==> src/rtl/iserdes_word_aligner.sv <==
// Byte aligner for the 8:1 ISERDES read path: picks one of 8 bit offsets across two
// consecutive raw words, with a training sweep that locks on a known pattern.
module iserdes_word_aligner #(
  parameter logic [7:0] PATTERN     = 8'h2D,
  parameter int         MATCH_COUNT = 4,
  parameter int         FLUSH_WORDS = 2
) (
  input  logic       CLK,
  input  logic       RST_N,
  input  logic [7:0] in_data,
  input  logic       in_valid,
  input  logic       train_start,
  input  logic       slip,
  output logic [7:0] out_data,
  output logic       out_valid,
  output logic [2:0] offset,
  output logic       busy,
  output logic       locked,
  output logic       fail
);

  typedef enum logic [2:0] {
    S_IDLE   = 3'd0,
    S_FLUSH  = 3'd1,
    S_CHECK  = 3'd2,
    S_LOCKED = 3'd3,
    S_FAIL   = 3'd4
  } state_t;

  localparam logic [2:0] FLUSH_LAST = 3'(FLUSH_WORDS - 1);
  localparam logic [3:0] MATCH_LAST = 4'(MATCH_COUNT - 1);

  logic [7:0]  q_cur;
  logic [7:0]  q_prev;
  logic        valid_d;
  logic [15:0] win;

  state_t      state_reg;
  state_t      state_next;
  logic [2:0]  offset_next;
  logic [2:0]  flush_cnt_reg;
  logic [2:0]  flush_cnt_next;
  logic [3:0]  match_cnt_reg;
  logic [3:0]  match_cnt_next;
  logic        busy_next;
  logic        locked_next;
  logic        fail_next;

  assign win = {q_cur, q_prev};

  // Two-stage datapath; the offset register is used as-is at the stage-2 load.
  always_ff @(posedge CLK or negedge RST_N) begin
    if (!RST_N) begin
      q_cur     <= '0;
      q_prev    <= '0;
      valid_d   <= 1'b0;
      out_valid <= 1'b0;
      out_data  <= '0;
    end else begin
      if (in_valid) begin
        q_prev <= q_cur;
        q_cur  <= in_data;
      end
      valid_d   <= in_valid;
      out_valid <= valid_d;
      if (valid_d) begin
        out_data <= win[offset +: 8];
      end
    end
  end

  always_ff @(posedge CLK or negedge RST_N) begin
    if (!RST_N) begin
      state_reg     <= S_IDLE;
      offset        <= '0;
      flush_cnt_reg <= '0;
      match_cnt_reg <= '0;
      busy          <= 1'b0;
      locked        <= 1'b0;
      fail          <= 1'b0;
    end else begin
      state_reg     <= state_next;
      offset        <= offset_next;
      flush_cnt_reg <= flush_cnt_next;
      match_cnt_reg <= match_cnt_next;
      busy          <= busy_next;
      locked        <= locked_next;
      fail          <= fail_next;
    end
  end

  always_comb begin
    state_next     = state_reg;
    offset_next    = offset;
    flush_cnt_next = flush_cnt_reg;
    match_cnt_next = match_cnt_reg;
    if (train_start) begin
      offset_next    = '0;
      flush_cnt_next = '0;
      match_cnt_next = '0;
      state_next     = S_FLUSH;
    end else begin
      case (state_reg)
        S_IDLE, S_LOCKED, S_FAIL: begin
          if (slip) begin
            offset_next = offset + 3'd1;
          end
        end
        S_FLUSH: begin
          if (out_valid) begin
            if (flush_cnt_reg == FLUSH_LAST) begin
              flush_cnt_next = '0;
              state_next     = S_CHECK;
            end else begin
              flush_cnt_next = flush_cnt_reg + 3'd1;
            end
          end
        end
        S_CHECK: begin
          // Stalled cycles hold the match count; only valid words are judged.
          if (out_valid) begin
            if (out_data == PATTERN) begin
              if (match_cnt_reg == MATCH_LAST) begin
                state_next = S_LOCKED;
              end else begin
                match_cnt_next = match_cnt_reg + 4'd1;
              end
            end else if (offset == 3'd7) begin
              state_next = S_FAIL;
            end else begin
              offset_next    = offset + 3'd1;
              match_cnt_next = '0;
              flush_cnt_next = '0;
              state_next     = S_FLUSH;
            end
          end
        end
        default: state_next = S_IDLE;
      endcase
    end
  end

  // Flags decode the upcoming state so they change on the same edge as the state.
  always_comb begin
    busy_next   = (state_next == S_FLUSH) || (state_next == S_CHECK);
    locked_next = (state_next == S_LOCKED);
    fail_next   = (state_next == S_FAIL);
  end

endmodule
==> config.mk <==
export PLATFORM = sky130hd
export DESIGN_NAME = iserdes_word_aligner
export DESIGN_NICKNAME = d
export VERILOG_FILES = /design/src/rtl/iserdes_word_aligner.sv
export SDC_FILE = /design/constraint.sdc
export NUM_CORES = 1
export LEC_CHECK = 0
export CAP_MARGIN = 20
export CELL_PAD_IN_SITES_DETAIL_PLACEMENT = 0
export CELL_PAD_IN_SITES_GLOBAL_PLACEMENT = 1
export CORE_ASPECT_RATIO = 1.75
export CORE_UTILIZATION = 44
export DETAILED_ROUTE_END_ITERATION = 6
export PLACE_DENSITY = 0.88
export RECOVER_POWER = 50
export REMOVE_ABC_BUFFERS = 1
export SLEW_MARGIN = 20
export SYNTH_ARGS = -nofsm -noshare
export SYNTH_HDL_FRONTEND = slang
export SYNTH_SLANG_ARGS = --single-unit
==> constraint.sdc <==
create_clock -name CLK -period 2.35 [get_ports CLK]
set_clock_uncertainty 0.2 [all_clocks]
set_input_delay 0.3525 -clock CLK [delete_from_list [all_inputs] [get_ports CLK]]
set_output_delay 0.3525 -clock CLK [all_outputs]
set_load 0.005 [all_outputs]
# After elaboration in Yosys (flattened, before gate mapping)
# Cells that the tools add are included.
[word_totals]
output_inout_bits = 15
regBits = 42
[classes]
n_addsub = 3
shifts = 1
n_eq_ne = 19
reduce_logical = 10
muxes = 27
[op_table]
columns = ["op", "n"]
rows = [
  ["3-bit two-way mux", 18],
  ["4-bit two-way mux", 6],
  ["3-bit != test, second input constant", 7],
  ["16-bit by 4-bit variable part select with 8-bit output", 1],
  ["3-bit by 2-bit equality test with 1-bit output, second input constant", 4],
  ["3-bit one-hot mux with 2 select lines", 2],
  ["5-bit AND reduction", 2],
  ["3-bit by 1-bit equality test with 1-bit output, second input constant", 3],
  ["3-bit equality test, second input constant", 3],
  ["3-bit one-hot mux with 3 select lines", 1],
  ["8-bit by 6-bit equality test with 1-bit output, second input constant", 1],
  ["3-bit by 1-bit adder with 3-bit output, second input constant", 2],
  ["3-bit nonzero test", 2],
  ["4-bit by 1-bit adder with 4-bit output, second input constant", 1],
  ["4-bit by 2-bit equality test with 1-bit output, second input constant", 1],
  ["4-bit AND reduction", 1],
  ["2-bit nonzero test", 2],
  ["3-bit logical NOT", 1],
  ["3-bit OR reduction", 1],
  ["1-bit logical OR", 1],
]

# Depth between registers and ports, before layout
# Gate-level depths: netlist of run 1.
[depth]
word_depth = 8
ltp_mapped = 5
ltp_nobuf = 5

# Least setup slack after synthesis of run 1
# OpenSTA, ideal clock, no wires.
[synth_timing]
path_kind = "register -> register"
start = "reg out_data[7]"
end = "reg offset[0]"
setup_ps = 125
stages_incl_launch_ff = 5
synth_period_minus_slack_ps = 1872
arrival_ps = 1547
path_buffers = 0
slack_ps = 478
path_cell_list = "dfrtp_1 -> nor4b_4 -> a21oi_2 -> o32a_2 -> mux2_4"
[synth_via]
elab_chain_cells = 3
[synth_lines]
columns = ["element", "line", "text"]
rows = [
  ["from (decl)", "14", "output logic [7:0] out_data,"],
  ["from (signal assigned)", "67", "out_data <= win[offset +: 8];"],
  ["8-bit by 6-bit equality test with 1-bit output", "122", "if (out_data == PATTERN) begin"],
  ["3-bit != test (no line)", "-", ""],
  ["5-bit AND reduction (no line)", "-", ""],
  ["to (signal assigned)", "83", "offset <= offset_next;"],
  ["to (decl)", "16", "output logic [2:0] offset,"],
]
# No other way between the ends.
# A chain may end at the register's enable or synchronous reset.

# Final worst setup path of run 1
[layout_timing]
start = "reg offset[1]"
end = "out offset[1]"
# No word-level cell between the ends.

==> flow_summary.json, run 1 <==
{
  "outcome": "completed",
  "setup_tns_ns": 0,
  "grt_use_met1": 0.194,
  "critical_path_class": "register to primary output",
  "syn_to_final_growth_pct": 19.5,
  "ir_worst_vdd_v": 0.000523,
  "startpoint_type": "register",
  "gr-total-overflow": 0,
  "hold_path_class": "register to register",
  "crit_chain": "buf_4 -> clkdlybuf4s50_1",
  "min_period_over_period": 0.849,
  "cts_buffer_depth": 2,
  "crit_path_max_incr_delay_ns": 0.54,
  "drive_gt1_frac": 0.203,
  "die_y_um": 96.4,
  "ys.flop_type": "dfrtp_1",
  "layout_commonest_cell": "dfrtp_1",
  "tritoncts": "done",
  "reg_top3": "out_data: 8 flops, q_cur: 8 flops, q_prev: 8 flops",
  "vias_per_cell": 5.70,
  "arrival_ns": 1.44,
  "start_util": 0.454,
  "critPathMaxFanout": 15,
  "cp-end-kind": "primary output",
  "regArea_um2": 1050,
  "vias": 1574,
  "grt_usage": 0.190,
  "synth-seq-cells": 42,
  "yosysSeqAreaShare": 0.470,
  "clock-root-buffer": "clkbuf_8",
  "antenna_found_initial": 0,
  "io_buffers": 27,
  "diodes": 0,
  "whs_ns": 0.308,
  "drt_pass1_iterations": 4,
  "die_area_um2": 5390,
  "routabilityCongestion": 0.790,
  "cts_buffers": 5,
  "netlist_area_um2": 2240,
  "finalHoldViolations": 0,
  "cp.required_ns": 1.80,
  "maxCapViolCount": 0,
  "synth_edf_count": 0,
  "yosysWarnings": 0,
  "slew_headroom": 0.313,
  "crit_family": "buffers and inverters",
  "postSynth.asyncResetShare": 1.00,
  "p_leak_nw": 1.06,
  "insertion_delay_ns": 0.30,
  "cpMaxStageDelayCell": "clkdlybuf4s50_1",
  "busiest_layer": "met2",
  "synth.distinct_cells": 40,
  "worst_pin_slew_ns": 1.03,
  "fin_crit_ns": 2.00,
  "multi_input_area_um2": 1120,
  "slew_violations": 0,
  "syn_area_per_cell_um2": 11.6,
  "cellPowerDensity_nw_per_um2": 662,
  "wl_um": 4420,
  "setup_viol": 0,
  "drc": 0,
  "rsz0062_at_grt": "no",
  "grt_start_max_net_pins": 43,
  "wl_per_cell_um": 16.0,
  "htreeDepth": 2,
  "fill_cells": 450,
  "first_global_vias": 1574,
  "core_um2": 4930,
  "mostFrequentLayoutCells": "42 x dfrtp_1, 25 x clkdlybuf4s50_1, 17 x mux2i_1, 16 x mux2_2",
  "ctsResizeCount": 0,
  "ios": 28,
  "path_buf_inv": 2,
  "std_cell_rows": 34,
  "grtUsageMet3": 0.0296,
  "hpwl_um": 3400,
  "use_met2": 0.360,
  "fp.dieW_um": 55.9,
  "nets": 237,
  "drt_iter0_markers": 70,
  "ant_nets": 0,
  "path_clk_slew_ns": 0.08,
  "grt_pass1_wl_um": 7580,
  "clock-sinks": 42,
  "synthCells": 193,
  "fmax_mhz": 501
}
what timing repair did:
action                                 4_1_cts  5_1_grt
setup buffers                                0        0
endpoints found under the hold margin       42        0
hold buffers                                 1        0
layout make-up:
type,instances,area share
Multi-Input combinational cell,135,0.418
Clock inverter,3,0.0164
Tap cell,54,0.0253
Timing Repair Buffer,34,0.117
Inverter,3,0.00421
Clock buffer,5,0.0257
Sequential cell,42,0.393
metrics by stage:
step | total power [mW] | setup WS, ns | util | cells | instance area (um2)
2_1_floorplan | 1.05 | 0.126 | - | 180 | 2180
3_3_place_gp | 1.20 | 0.427 | 0.519 | 267 | 2560
3_5_place_dp | 1.21 | 0.405 | 0.519 | 267 | 2560
4_1_cts | 1.79 | 0.339 | 0.543 | 276 | 2680
5_1_grt | 1.86 | 0.270 | 0.542 | 276 | 2680
6_report | 1.77 | 0.355 | 0.542 | 276 | 2680
report_power, final:
group / total (mW) / leakage, nW / switching [mW] / internal (mW)
logic: 0.333 / 0.487 / 0.136 / 0.197
registers: 0.864 / 0.513 / 0.0700 / 0.794
clock network: 0.573 / 0.0585 / 0.255 / 0.318
total: 1.77 / 1.06 / 0.461 / 1.31
Yosys cell counts (2+ instances only):
library cell  count  area [um2]
mux2i_1          17         170
nand2b_1          5        31.3
nor3b_1           3        22.5
inv_1             3        11.3
ha_1              3        37.5
dfrtp_1          42        1050
nand2_1          15        56.3
o32ai_1           2        17.5
nand3_1           4        20.0
mux2_2           16         180
a31oi_1           3        18.8
clkbuf_1          9        33.8
mux4_2            8         180
o21ai_0           6        30.0
nor2b_1           7        43.8
nor2_1           15        56.3
a21oi_1          11        55.1
buf_4             2        15.0
cells by family after synthesis:
logic type / Yosys count / share of synthesized area
buf+inv: 16 / 0.0307
simple gates: 60 / 0.149
xor+xnor: 1 / 0.00391
fa+ha+maj: 3 / 0.0168
compound gates: 29 / 0.0866
mux: 42 / 0.244
flops: 42 / 0.470
worst paths after layout:
| check | startpoint | endpoint | slack, ns | cells after the start |
|---|---|---|---|---|
| setup / recovery | offset[1]$_DFFE_PN0P_ | offset[1] | 0.35 | 2 |
| hold / removal | q_cur[7]$_DFFE_PN0P_ | q_prev[7]$_DFFE_PN0P_ | 0.31 | 1 |
| setup reg to reg | match_cnt_reg[0]$_DFFE_PN0P_ | match_cnt_reg[0]$_DFFE_PN0P_ | 0.38 | 5 |
| hold reg to reg | q_cur[7]$_DFFE_PN0P_ | q_prev[7]$_DFFE_PN0P_ | 0.31 | 1 |
| max in group asynchronous | RST_N | valid_d$_DFF_PN0_ | 0.68 | 3 |
| min in group asynchronous | RST_N | match_cnt_reg[3]$_DFFE_PN0P_ | 0.63 | 3 |
per-layer routing:
| layer | wire length (um) | up-vias |
|---|---|---|
| li1 | - | 758 |
| met1 | 1640 | 769 |
| met2 | 2500 | 36 |
| met3 | 114 | 11 |
| met4 | 163 | 0 |
| met5 | 0 | - |
worst register-to-register path: stages (launching register included):
cell,delay (ns)
dfrtp_1,0.40
ha_1,0.19
nor3b_1,0.50
nand3_1,0.20
o211a_1,0.22
o21ai_0,0.18
Note: power is estimated with default switching activity, not from simulation.
==> run 2: changes to the inputs <==
--- a/config.mk
+++ b/config.mk
@@ -9,9 +9,9 @@
 export CELL_PAD_IN_SITES_DETAIL_PLACEMENT = 0
 export CELL_PAD_IN_SITES_GLOBAL_PLACEMENT = 1
 export CORE_ASPECT_RATIO = 1.75
-export CORE_UTILIZATION = 44
+export CORE_UTILIZATION = 40
 export DETAILED_ROUTE_END_ITERATION = 6
-export PLACE_DENSITY = 0.88
+export PLACE_DENSITY = 0.85
 export RECOVER_POWER = 50
 export REMOVE_ABC_BUFFERS = 1
 export SLEW_MARGIN = 20
==> constraint.sdc (replaced) <==
create_clock -name CLK -period 1.6 [get_ports CLK]
set_clock_uncertainty 0.2 [all_clocks]
set_input_delay 0.24 -clock CLK [delete_from_list [all_inputs] [get_ports CLK]]
set_output_delay 0.24 -clock CLK [all_outputs]
set_load 0.005 [all_outputs]
==> flow_summary.json, run 2 (synthesized netlist as in run 1, its figures left out) <==
{
  "outcome": "finished with violations",
  "failed_checks": "setup timing",
  "die_area_um2": 5910,
  "core_um2": 5340,
  "worst_pin_slew_ns": 0.864,
  "drt-met1-wl_um": 1930,
  "min_period_over_period": 1.15,
  "die_y_um": 101,
  "layout_commonest_cell": "dfrtp_1",
  "clock-root-buffer": "clkbuf_8",
  "power.switching_uw": 742,
  "power.total_mw": 2.77,
  "vias_per_cell": 5.31,
  "antenna_found_initial": 0,
  "endpoint": "out_data[7]$_DFFE_PN0P_",
  "setup_viol": 39,
  "ir_worst_vdd_v": 0.000688,
  "drive_gt1_frac": 0.454,
  "syn_to_final_growth_pct": 47.6,
  "startpoint_type": "register",
  "wl_per_cell_um": 16.4,
  "r2r-end": "out_data[7]$_DFFE_PN0P_",
  "grt_pass1_wl_um": 8560,
  "cts_buffers": 5,
  "rr_startpoint": "offset[1]$_DFFE_PN0P_",
  "mostFrequentLayoutCells": "41 x dfrtp_1, 40 x buf_4, 16 x mux2_2, 15 x nor2_1, 14 x nand2_1",
  "fp.dieW_um": 58.6,
  "wl_um": 5640,
  "postLayoutCoreUtil": 0.619,
  "p_seq_frac": 0.458,
  "routabilityCongestion": 0.790,
  "wl_met3_um": 168,
  "combPwrFrac": 0.244,
  "p_clk_frac": 0.298,
  "drc": 0,
  "cellPowerDensity_nw_per_um2": 839,
  "diodes": 0,
  "insertion_delay_ns": 0.30,
  "tritoncts": "done",
  "top_layer_used": "met4",
  "ff2ff_setup_slack_ns": -0.23,
  "fmax_mhz": 545,
  "ios": 28,
  "r2r_cells": 5,
  "cp.required_ns": 1.62,
  "whs_path_depth": 1,
  "critPathMaxFanout": 6,
  "swShare": 0.268,
  "setup_tns_ns": -6.16,
  "critical_path_class": "register to register",
  "dp.cells": 322,
  "ant_nets": 0,
  "nets": 284,
  "grt_start_max_net_pins": 43,
  "clock-sinks": 42,
  "reg_top3": "out_data: 8 flops, q_cur: 8 flops, q_prev: 8 flops",
  "io_buffers": 27,
  "crit_start": "offset[1]$_DFFE_PN0P_",
  "intPower_mw": 2.03,
  "multi_input_area_um2": 1320,
  "gr-total-overflow": 0,
  "std_cell_rows": 35,
  "finalHoldViolations": 0,
  "drt_iter0_markers": 120,
  "hold_path_class": "register to register",
  "cts_buffer_depth": 2,
  "slew_headroom": 0.424,
  "cp-end-kind": "register",
  "p_leak_nw": 1.38,
  "drt_pass1_iterations": 4,
  "rsz0062_at_grt": "yes",
  "arrival_ns": 1.85,
  "hpwl_um": 3750,
  "vias": 1820,
  "regArea_um2": 1050,
  "start_util": 0.419,
  "path_clk_slew_ns": 0.08,
  "first_global_vias": 1900,
  "fill_cells": 442,
  "stdcell_area_um2": 3300,
  "worst_slack_ns": -0.234,
  "maxCapViolCount": 0,
  "dpl-instance-area_um2": 2880,
  "fin_crit_ns": 1.83,
  "grt_usage": 0.195,
  "htreeDepth": 2,
  "slew_violations": 0,
  "met2_length_um": 3340,
  "finalNonFillerCells": 343
}
-- run 2: cell types whose count changed in the layout (fill, tap and decap cells not counted), sizes merged --
cell	delta
buf	+46
clkbuf	+3
clkdlybuf4s50	-12
clkinv	-1
clkinvlp	+1
dlygate4sd2	+10
dlygate4sd3	-1
dlymetal6s2s	+2
inv	-1
-- run 2: layout make-up --
| class | count | share of cell area |
|---|---|---|
| Sequential cell | 42 | 0.318 |
| Clock inverter | 2 | 0.0114 |
| Clock buffer | 6 | 0.0220 |
| Tap cell | 74 | 0.0280 |
| Inverter | 3 | 0.00341 |
| Timing Repair Buffer | 81 | 0.218 |
| Multi-Input combinational cell | 135 | 0.399 |
-- run 2: timing repair --
| item | CTS | global route |
|---|---|---|
| gates cloned | 0 | 1 |
| pin swaps | 9 | 9 |
| hold buffers | 1 | 0 |
| endpoints found under the setup margin | 35 | 27 |
| resized for setup | 39 | 25 |
| hold endpoints to repair | 42 | 0 |
| setup buffers | 10 | 1 |
-- run 2: worst max-delay path, stage by stage, from the launching register on --
cell	delay (ns)
dfrtp_2	0.47
buf_12	0.16
buf_6	0.12
mux2i_2	0.16
mux4_2	0.49
a21oi_2	0.15
-- run 2: power by group through the flow --
stage / Combinational (mW) / Clock, mW / Sequential, mW
2_1_floorplan: 0.259 / 0 / 1.28
5_1_grt: 0.726 / 0.888 / 1.28
3_5_place_dp: 0.624 / 0 / 1.28
4_1_cts: 0.656 / 0.841 / 1.26
6_report: 0.677 / 0.826 / 1.27
3_3_place_gp: 0.612 / 0 / 1.27
-- run 2: metrics by stage --
step	hold WS, ns	setup WS [ns]
after global placement	0.0281	-0.156
after global routing	0.330	-0.260
after CTS	0.250	-0.229
after detailed placement	0.0332	-0.218
final	0.312	-0.234
after floorplan	-0.256	-0.624
-- run 2: worst min-delay path by stage --
stage / startpoint / end / slack (ns)
5_1_grt: q_cur[7]$_DFFE_PN0P_ / q_cur[7]$_DFFE_PN0P_ / 0.33
3_5_place_dp: RST_N / q_prev[2]$_DFFE_PN0P_ / 0.03
2_1_floorplan: RST_N / busy$_DFF_PN0_ / -0.26
3_3_place_gp: RST_N / match_cnt_reg[3]$_DFFE_PN0P_ / 0.03
4_1_cts: RST_N / q_cur[6]$_DFFE_PN0P_ / 0.25
6_report: q_cur[7]$_DFFE_PN0P_ / q_cur[7]$_DFFE_PN0P_ / 0.31
-- run 2: routing by layer --
layer / up-vias / global-route usage
met5: - / 0
met4: 0 / 0.0952
met3: 20 / 0.0282
met2: 54 / 0.387
met1: 895 / 0.183
li1: 851 / -
==> run 3: changes to the inputs <==
--- a/config.mk
+++ b/config.mk
@@ -9,11 +9,12 @@
 export CELL_PAD_IN_SITES_DETAIL_PLACEMENT = 0
 export CELL_PAD_IN_SITES_GLOBAL_PLACEMENT = 1
 export CORE_ASPECT_RATIO = 1.75
-export CORE_UTILIZATION = 40
+export CORE_UTILIZATION = 47
 export DETAILED_ROUTE_END_ITERATION = 6
-export PLACE_DENSITY = 0.85
+export PLACE_DENSITY = 0.93
 export RECOVER_POWER = 50
 export REMOVE_ABC_BUFFERS = 1
+export SKIP_LAST_GASP = 1
 export SLEW_MARGIN = 20
 export SYNTH_ARGS = -nofsm -noshare
 export SYNTH_HDL_FRONTEND = slang
==> constraint.sdc (replaced) <==
create_clock -name CLK -period 2.2 [get_ports CLK]
set_clock_uncertainty 0.2 [all_clocks]
set_input_delay 0.33 -clock CLK [delete_from_list [all_inputs] [get_ports CLK]]
set_output_delay 0.33 -clock CLK [all_outputs]
set_load 0.005 [all_outputs]
==> flow_summary.json, run 3 (synthesized netlist as in run 1, its figures left out) <==
{
  "reg_top3": "out_data: 8 flops, q_cur: 8 flops, q_prev: 8 flops",
  "ctsResizeCount": 0,
  "rr_startpoint": "out_data[7]$_DFFE_PN0P_",
  "mostFrequentLayoutCells": "42 x dfrtp_1, 25 x clkdlybuf4s50_1, 17 x mux2i_1, 16 x mux2_2",
  "cpMaxStageDelayCell": "clkdlybuf4s50_1",
  "arrival_ns": 1.46,
  "worst_slack_ns": 0.210,
  "dp_slack_ns": 0.251,
  "drive_gt1_frac": 0.206,
  "maxCapViolCount": 0,
  "dpl-instance-area_um2": 2560,
  "grt_pass1_wl_um": 7110,
  "fill_cells": 374,
  "vias_per_cell": 5.78,
  "p_leak_nw": 1.08,
  "hpwl_um": 3360,
  "critical_path_class": "register to primary output",
  "ios": 28,
  "crit_family": "buffers and inverters",
  "die_y_um": 93.3,
  "rsz0062_at_grt": "no",
  "insertion_delay_ns": 0.29,
  "finalHoldViolations": 0,
  "core_um2": 4480,
  "wl_per_cell_um": 16.6,
  "r2r-end": "offset[0]$_DFFE_PN0P_",
  "ir_worst_vdd_v": 0.000686,
  "ant_nets": 0,
  "crit_path_max_incr_delay_ns": 0.55,
  "first_global_vias": 1555,
  "path_clk_slew_ns": 0.08,
  "cp.required_ns": 1.67,
  "wl_um": 4540,
  "endpoint": "offset[1]",
  "io_buffers": 27,
  "outcome": "completed",
  "cellPowerDensity_nw_per_um2": 750,
  "gr-total-overflow": 0,
  "min_period_over_period": 0.905,
  "die_area_um2": 5050,
  "worst_pin_slew_ns": 1.05,
  "clock-sinks": 42,
  "slew_headroom": 0.301,
  "drc": 0,
  "htreeDepth": 2,
  "grt_start_max_net_pins": 43,
  "drt_pass1_iterations": 4,
  "crit_chain": "buf_4 -> clkdlybuf4s50_1",
  "cts_buffer_depth": 2,
  "setup_viol": 0,
  "r2r_cells": 4,
  "postLayoutCoreUtil": 0.604,
  "layout_commonest_cell": "dfrtp_1",
  "startpoint_type": "register",
  "path_buf_inv": 2,
  "cts.hold.buffers_added": 1,
  "routabilityCongestion": 0.793,
  "antenna_found_initial": 0,
  "drt_iter0_markers": 36,
  "fin_crit_ns": 1.99,
  "diodes": 0,
  "grt_usage": 0.200,
  "critPathMaxFanout": 15,
  "fp.dieW_um": 54.2,
  "crit_start": "offset[1]$_DFFE_PN0P_",
  "nets": 238,
  "ff2ff_setup_slack_ns": 0.25,
  "std_cell_rows": 32,
  "hold_path_class": "register to register",
  "cp-end-kind": "primary output",
  "vias": 1583,
  "cts_buffers": 5,
  "cp.depth": 2,
  "fmax_mhz": 502,
  "start_util": 0.499,
  "syn_to_final_growth_pct": 21.0,
  "slew_violations": 0,
  "clock-root-buffer": "clkbuf_8",
  "tritoncts": "done",
  "stdcell_area_um2": 2710,
  "postCtsSetupBuffers": 0
}
==> run 3: cell count changes in the layout (fill, tap and decap cells not counted), moves of 4 or more <==
| cell | before | now |
|---|---|---|
| clkdlybuf4s50_1 | 13 | 25 |
| mux2i_1 | 11 | 17 |
| mux2i_2 | 6 | 0 |
| buf_4 | 40 | 5 |
| a21oi_2 | 10 | 1 |
| o21ai_0 | 2 | 6 |
| buf_6 | 9 | 0 |
| a21oi_1 | 2 | 11 |
| dlygate4sd2_1 | 10 | 0 |
==> run 3: through the flow <==
step	instances	hold WS, ns	power, mW	setup TNS (ns)
after floorplan	180	-0.166	1.12	-0.0235
after global placement	265	0.227	1.29	0
after detailed placement	265	0.236	1.30	0
after CTS	274	0.314	2.06	0
after global routing	274	0.334	2.12	0
final	274	0.309	2.03	0
==> run 3: worst register-to-register path, stage by stage, from the launching register on <==
cell and delay [ns]:
dfrtp_1 0.42, nor4b_4 0.42, a21oi_2 0.11, o32a_2 0.39, mux2_4 0.31
==> run 3: how the worst min path moves through the flow <==
stage / startpoint / endpoint / slack [ns] / cells past startpoint
after global placement: RST_N / match_cnt_reg[2]$_DFFE_PN0P_ / 0.23 / 2
after global routing: q_prev[1]$_DFFE_PN0P_ / q_prev[1]$_DFFE_PN0P_ / 0.33 / 1
after floorplan: RST_N / busy$_DFF_PN0_ / -0.17 / 0
final: q_cur[7]$_DFFE_PN0P_ / q_cur[7]$_DFFE_PN0P_ / 0.31 / 1
after CTS: q_cur[7]$_DFFE_PN0P_ / q_cur[7]$_DFFE_PN0P_ / 0.31 / 1
after detailed placement: RST_N / q_prev[0]$_DFFE_PN0P_ / 0.24 / 2
==> run 3: layout make-up <==
cell class                 count  area [um2]  area share
clock buffer                   6        82.6      0.0305
clock inverter                 2        60.1      0.0222
inverter                       3        11.3     0.00416
multi-input combinational    135        1120       0.413
sequential                    42        1050       0.388
tap                           51        63.8      0.0236
timing repair buffer          35         322       0.119
==> run 3: power by group <==
group          internal, mW  total, mW  switching [mW]  leakage (nW)
combinational         0.211      0.354           0.143         0.492
sequential            0.848      0.923          0.0749         0.513
clock                 0.484      0.754           0.270        0.0714
total                  1.54       2.03           0.488          1.08
==> run 3: metal layers <==
metal,up-vias,track usage,part of all wire
met5,-,0,0
met4,0,0.0897,0.026
met3,12,0.0455,0.028
met2,35,0.370,0.58
met1,780,0.193,0.37
li1,756,-,-
